### src/rtl/pattern_scan_ctrl.sv
// pattern_scan_ctrl: walks a PW-bit pattern across a latched DW-bit word,
// LSB first, counting matches and recording the lowest matching position.
// Only PW < DW is supported.
//
// state | meaning
// ------+------------------------------------------------------------
// IDLE  | waiting for start; results from the last scan are held
// SCAN  | one window compare per cycle, pos walking upward
// DONE  | single-cycle completion pulse, then back to IDLE
module pattern_scan_ctrl #(
  parameter int DW = 32,
  parameter int PW = 4
) (
  input  logic          i_clk,
  input  logic          i_rst,
  input  logic          i_start,
  input  logic          i_abort,
  input  logic          i_overlap,
  input  logic [DW-1:0] i_data_in,
  input  logic [PW-1:0] i_pat_in,
  output logic          o_busy,
  output logic          o_done,
  output logic [4:0]    o_match_cnt,
  output logic          o_found,
  output logic [4:0]    o_first_pos
);

  localparam int POSW = $clog2(DW + 1);
  localparam logic [POSW:0] LAST_POS = (POSW+1)'(DW - PW);

  typedef enum logic [1:0] {
    ST_IDLE = 2'd0,
    ST_SCAN = 2'd1,
    ST_DONE = 2'd2
  } state_t;

  state_t          r_state;
  state_t          w_state_nxt;

  logic [DW-1:0]   r_data_q;
  logic [PW-1:0]   r_pat_q;
  logic            r_ovl_q;
  logic [POSW-1:0] r_pos;
  logic [4:0]      r_match_cnt;
  logic            r_found;
  logic [4:0]      r_first_pos;

  logic [PW-1:0]   w_window;
  logic            w_hit;
  logic [POSW:0]   w_pos_sum;
  logic            w_last;
  logic            w_accept;

  // Window under test and the position the walk would move to next.
  // A non-overlapping match jumps past the whole matched window.
  assign w_window  = PW'(r_data_q >> r_pos);
  assign w_hit     = (w_window == r_pat_q);
  assign w_pos_sum = {1'b0, r_pos} + ((w_hit && !r_ovl_q) ? (POSW+1)'(PW) : (POSW+1)'(1));
  assign w_last    = (w_pos_sum > LAST_POS);

  // abort masks start so a simultaneous request is dropped.
  assign w_accept  = (r_state == ST_IDLE) && i_start && !i_abort;

  assign o_busy      = (r_state != ST_IDLE);
  assign o_done      = (r_state == ST_DONE);
  assign o_match_cnt = r_match_cnt;
  assign o_found     = r_found;
  assign o_first_pos = r_first_pos;

  // State register with synchronous active-low reset.
  always_ff @(posedge i_clk) begin
    if (!i_rst) begin
      r_state <= ST_IDLE;
    end else begin
      r_state <= w_state_nxt;
    end
  end

  // Next-state decode.
  always_comb begin
    w_state_nxt = r_state;
    case (r_state)
      ST_IDLE: begin
        if (w_accept) begin
          w_state_nxt = ST_SCAN;
        end
      end
      ST_SCAN: begin
        if (i_abort) begin
          w_state_nxt = ST_IDLE;
        end else if (w_last) begin
          w_state_nxt = ST_DONE;
        end
      end
      ST_DONE: begin
        w_state_nxt = ST_IDLE;
      end
      default: begin
        w_state_nxt = ST_IDLE;
      end
    endcase
  end

  // Operand latch, position walk and result accumulation.
  // An aborted cycle does not compare, so partial results stay as they were.
  always_ff @(posedge i_clk) begin
    if (!i_rst) begin
      r_data_q    <= '0;
      r_pat_q     <= '0;
      r_ovl_q     <= 1'b0;
      r_pos       <= '0;
      r_match_cnt <= '0;
      r_found     <= 1'b0;
      r_first_pos <= '0;
    end else if (w_accept) begin
      r_data_q    <= i_data_in;
      r_pat_q     <= i_pat_in;
      r_ovl_q     <= i_overlap;
      r_pos       <= '0;
      r_match_cnt <= '0;
      r_found     <= 1'b0;
      r_first_pos <= '0;
    end else if ((r_state == ST_SCAN) && !i_abort) begin
      r_pos <= w_pos_sum[POSW-1:0];
      if (w_hit) begin
        if (r_match_cnt != 5'd31) begin
          r_match_cnt <= r_match_cnt + 5'd1;
        end
        if (!r_found) begin
          r_found     <= 1'b1;
          r_first_pos <= 5'(r_pos);
        end
      end
    end
  end

endmodule
### config.mk
export PLATFORM = sky130hd
export DESIGN_NAME = pattern_scan_ctrl
export DESIGN_NICKNAME = d
export VERILOG_FILES = /design/src/rtl/pattern_scan_ctrl.sv
export SDC_FILE = /design/constraint.sdc
export NUM_CORES = 1
export LEC_CHECK = 0
export ABC_CLOCK_PERIOD_IN_PS = 6000
export CORE_AREA = 2 2 113 115
export DETAILED_ROUTE_END_ITERATION = 16
export DIE_AREA = 0 0 115 117
export GPL_TIMING_DRIVEN = 0
export PLACE_DENSITY = 0.58
export SYNTH_ARGS = -nofsm -noshare
export SYNTH_HDL_FRONTEND = slang
export SYNTH_SLANG_ARGS = --single-unit
### constraint.sdc
create_clock -name i_clk -period 6 [get_ports i_clk]
set_input_delay 0.6 -clock i_clk [delete_from_list [all_inputs] [get_ports i_clk]]
set_output_delay 0.6 -clock i_clk [all_outputs]
set_load 0.02 [all_outputs]
==> report_table.html <==
<table>
<tr><th>Metric</th><th>Value</th></tr>
<tr><th colspan="2">Run status</th></tr>
<tr><td>Status</td><td>finished clean</td></tr>
<tr><th colspan="2">Critical path</th></tr>
<tr><td>Required time reported for the critical path endpoint</td><td>6190 ps</td></tr>
<tr><td>Endpoint of the most critical register-to-register path</td><td>r_state[1]</td></tr>
<tr><td>Number of cells traversed by the worst register-to-register path</td><td>14</td></tr>
<tr><td>Critical path data arrival time</td><td>about 4300 ps</td></tr>
<tr><td>Setup crit end kind</td><td>flip-flop</td></tr>
<tr><td>R2r setup slk</td><td>about 1900 ps</td></tr>
<tr><td>Critical path peak fanout</td><td>10</td></tr>
<tr><td>Sort of element at the start of the critical path</td><td>flip-flop</td></tr>
<tr><td>Kind of critical path</td><td>flip-flop to flip-flop</td></tr>
<tr><td>FF-to-FF Start</td><td>r_pos[0]</td></tr>
<tr><th colspan="2">GRT</th></tr>
<tr><td>Residual overflow from global routing</td><td>0</td></tr>
<tr><td>Combined global-route utilization of all metal layers</td><td>between 10% and 20%</td></tr>
<tr><td>Vias in the first global route</td><td>3177</td></tr>
<tr><td>Pin count of the biggest net entering global routing</td><td>16</td></tr>
<tr><td>First-pass GRT wire length</td><td>16.0 mm</td></tr>
<tr><td>Antenna violations before repair</td><td>0</td></tr>
<tr><th colspan="2">Power</th></tr>
<tr><td>Static Leakage</td><td>1.46 nW</td></tr>
<tr><td>Maximum vdd ir drop</td><td>110 µV</td></tr>
<tr><td>Power density cells</td><td>193 mW/mm²</td></tr>
<tr><th colspan="2">Yosys</th></tr>
<tr><td>Number of warnings printed during yosys synthesis</td><td>0</td></tr>
<tr><td>Dominant register cell in the synthesized netlist</td><td>dfxtp_1</td></tr>
<tr><td>Distinct cells, synth</td><td>58</td></tr>
<tr><td>Total of flip-flops plus latches after synthesis</td><td>56</td></tr>
<tr><td>Synthesized instance count</td><td>408</td></tr>
<tr><td>Async SR Flop Fraction</td><td>0%</td></tr>
<tr><td>Sequential cell area fraction in the yosys report</td><td>31.2%</td></tr>
<tr><td>Post-synth EDFFs</td><td>0</td></tr>
<tr><td>Post-synth design cell area</td><td>0.00359 mm²</td></tr>
<tr><td>Syn Area/Cell</td><td>8.80 µm²</td></tr>
<tr><td>Post-Syn Nets</td><td>approximately 450</td></tr>
<tr><th colspan="2">Route</th></tr>
<tr><td>Routed WL per cell</td><td>15.8 µm</td></tr>
<tr><td>DRC violation count after routing</td><td>0</td></tr>
<tr><td>Total number of vias</td><td>between 3000 and 4000</td></tr>
<tr><td>First-pass iteration count of the detailed router</td><td>4</td></tr>
<tr><td>WL final</td><td>9.78 mm</td></tr>
<tr><td>Number of DRC markers after the initial detailed-route iteration</td><td>approximately 260</td></tr>
<tr><td>Number of vias per cell after detailed routing</td><td>5.23</td></tr>
<tr><td>Residual antenna-violating net count after detailed routing</td><td>0</td></tr>
<tr><th colspan="2">Layout</th></tr>
<tr><td>Core Util, Final</td><td>36.3%</td></tr>
<tr><td>Fillcell total</td><td>1293</td></tr>
<tr><td>ANT cells</td><td>0</td></tr>
<tr><td>Nets@finish</td><td>514</td></tr>
<tr><td>Area Overhead vs Synth</td><td>24.5%</td></tr>
<tr><td>Area taken by multi-input logic gates</td><td>0.00226 mm²</td></tr>
<tr><td>Final design instance area without fill</td><td>0.00447 mm²</td></tr>
<tr><td>Footprint of the flip-flops and latches</td><td>0.00112 mm²</td></tr>
<tr><td>Fraction of layout instances using a drive strength above 1</td><td>12.8%</td></tr>
<tr><th colspan="2">Min path</th></tr>
<tr><td>Worst hold path class</td><td>flip-flop to flip-flop</td></tr>
<tr><td>Worst hold path depth</td><td>2</td></tr>
<tr><td>Critical hold path startpoint</td><td>r_pat_q[3]</td></tr>
<tr><td>Hold Path Sink</td><td>r_pat_q[3]</td></tr>
<tr><th colspan="2">STA</th></tr>
<tr><td>Min Tclk post-route</td><td>4120 ps</td></tr>
<tr><td>Number of hold violations in the final report</td><td>0</td></tr>
<tr><td>RSZ-0062 raised after global routing</td><td>no</td></tr>
<tr><td>Final WS setup</td><td>1880 ps</td></tr>
<tr><td>Minimum hold slack</td><td>approximately 470 ps</td></tr>
<tr><td>Worst-case clock skew</td><td>between 4 and 5 ps</td></tr>
<tr><td>Transition time at the pin with the least slew margin</td><td>slightly below 1000 ps</td></tr>
<tr><td>Worst slew margin</td><td>35.7%</td></tr>
<tr><td>Part of the cycle the worst path needs</td><td>68.7%</td></tr>
<tr><td>Slew Viols, Final</td><td>0</td></tr>
<tr><td>Maximum frequency from static timing analysis</td><td>around 240 MHz</td></tr>
<tr><td>Setup-violating endpoint count in the final report</td><td>0</td></tr>
<tr><td>Setup total negative slack</td><td>0 ps</td></tr>
<tr><th colspan="2">Clock tree</th></tr>
<tr><td>Number of sinks driven by the clock tree</td><td>56</td></tr>
<tr><td>Hold buffer count at CTS</td><td>0</td></tr>
<tr><td>Count of buffers added by post-CTS timing repair for setup</td><td>0</td></tr>
<tr><td>Number of gates resized after CTS</td><td>0</td></tr>
<tr><td>Clock tree buffer depth</td><td>2</td></tr>
<tr><td>Cts bufs inserted</td><td>5</td></tr>
<tr><td>Root buffer cell</td><td>clkbuf_16</td></tr>
<tr><td>TritonCTS clock tree</td><td>done</td></tr>
<tr><td>Clock latency on the worst-skew pair</td><td>290 ps</td></tr>
<tr><td>CTS clk-pin slew, worst paths</td><td>about 70 ps</td></tr>
<tr><td>Number of levels the H-tree was split into</td><td>2</td></tr>
<tr><th colspan="2">Die</th></tr>
<tr><td>Number of top-level design ports</td><td>54</td></tr>
<tr><td>Y dimension of the die</td><td>between 100 and 150 µm</td></tr>
<tr><td>Initial Util</td><td>29.1%</td></tr>
<tr><td>Die span in x</td><td>115 µm</td></tr>
<tr><td>Row count</td><td>41</td></tr>
<tr><td>Area enclosed by the die boundary</td><td>0.0135 mm²</td></tr>
<tr><td>Core Footprint</td><td>0.0123 mm²</td></tr>
<tr><th colspan="2">Flow run</th></tr>
<tr><td>Max_cap viols</td><td>0</td></tr>
<tr><th colspan="2">Placed design</th></tr>
<tr><td>Placement-stage cell area</td><td>0.00431 mm²</td></tr>
<tr><td>HPWL after detailed placement</td><td>7.54 mm</td></tr>
<tr><td>Gpl congestion</td><td>0.859</td></tr>
<tr><td>Minimum setup slack after placement</td><td>1930 ps</td></tr>
<tr><td>Port Buffer Count</td><td>53</td></tr>
</table>
==> through the flow <==
| stage | std cells | power (mW) |
|---|---|---|
| final | 617 | 0.860 |
| after global routing | 617 | 0.897 |
| after CTS | 617 | 0.867 |
| after detailed placement | 611 | 0.547 |
| after global placement | 611 | 0.545 |
| after floorplan | 408 | 0.489 |
==> layout make-up <==
type,instances,share of cell area [%]
repair buffers,53,11.9
plain buffers,33,4.31
well taps,150,4.20
clock buffers,5,2.80
multi-input cells,315,50.7
flip-flops and latches,56,25.1
clock inverters,1,0.672
inverters,4,0.336
==> power by group <==
part           internal, mW  total [mW]  leakage [nW]  switching [mW]
registers             0.385       0.400         0.455          0.0154
logic                0.0704       0.139         0.932          0.0689
clock network         0.193       0.321        0.0757           0.128
==> synth_stat cells (all sizes together) (2+ instances only) <==
cell,instances,area [µm²]
nand2,86,323
dfxtp,56,1120
a21boi,38,285
mux2i,22,220
a21oi,18,90.1
buf,17,133
clkbuf,16,60.1
mux4,14,315
nand3,14,70.1
nor2,13,48.8
mux2,12,139
o21ai,11,55.1
a22oi,6,45.0
ha,5,62.6
nor2b,5,31.3
o221ai,5,56.3
or3,5,31.3
a31oi,4,25.0
inv,4,15.0
nand2b,4,25.0
a2bb2oi,3,26.3
and2,3,18.8
and3,3,18.8
nand3b,3,22.5
nor3b,3,22.5
o211ai,3,27.5
xnor2,3,26.3
a22o,2,17.5
and4,2,21.3
nor4,2,12.5
nor4b,2,17.5
o221a,2,22.5
o31ai,2,15.0
or2,2,12.5
or3b,2,17.5
or4,2,15.0
==> logic make-up after synthesis <==
family | after synthesis | share of synthesized area, %
fa+ha+maj | 5 | 1.74
simple gates | 155 | 20.7
buf+inv | 37 | 5.79
compound gates | 103 | 20.7
mux | 48 | 18.8
flops | 56 | 31.2
xor+xnor | 4 | 0.976
==> registers in the layout, indices dropped and copies added (netlist names) <==
register	count
r_data_q	32
o_first_pos	5
r_pat_q	4
o_match_cnt	5
o_found	1
r_ovl_q	1
r_state	2
r_pos	6
==> routing by layer <==
| metal | vias to the layer above | track usage (%) | wire [µm] |
|---|---|---|---|
| met3 | 16 | 2.27 | 526 |
| met2 | 94 | 24.9 | 4470 |
| met1 | 1513 | 20.1 | 4620 |
| met5 | - | 0 | 0 |
| met4 | 0 | 4.74 | 164 |
| li1 | 1602 | - | - |
==> critical path, stage by stage (launching register included) <==
cell      delay, ps
dfxtp_1         460
buf_6           210
mux4_2          530
a22o_1          240
or3_1           360
o211ai_2        170
nand3_1         220
or3_1           390
or2_1           230
ha_1            200
a31oi_1         310
nand3b_1        210
xor2_1          160
o211ai_1        130
and3_1          210
==> worst max-delay path by stage <==
stage / to / slack [ps] / cells past startpoint / from
after CTS: r_state[1] / 1890 / 14 / r_pos[0]
after global placement: r_state[1] / 2000 / 14 / r_pos[0]
after floorplan: r_state[1] / 2410 / 14 / r_pos[0]
after detailed placement: r_state[1] / 1930 / 14 / r_pos[0]
final: r_state[1] / 1880 / 14 / r_pos[0]
after global routing: r_state[0] / 1660 / 14 / r_pos[0]
==> layout by cell type, fill, tap and decap left out, types with 13 or more instances in the layout <==
cell type	instances
nand2_1	86
dfxtp_1	56
clkdlybuf4s50_1	53
a21boi_0	38
mux2i_1	22
a21oi_1	18
clkbuf_1	16
nand3_1	14
mux4_2	14
nor2_1	13
No activity file was read; power rests on OpenSTA's default activity.
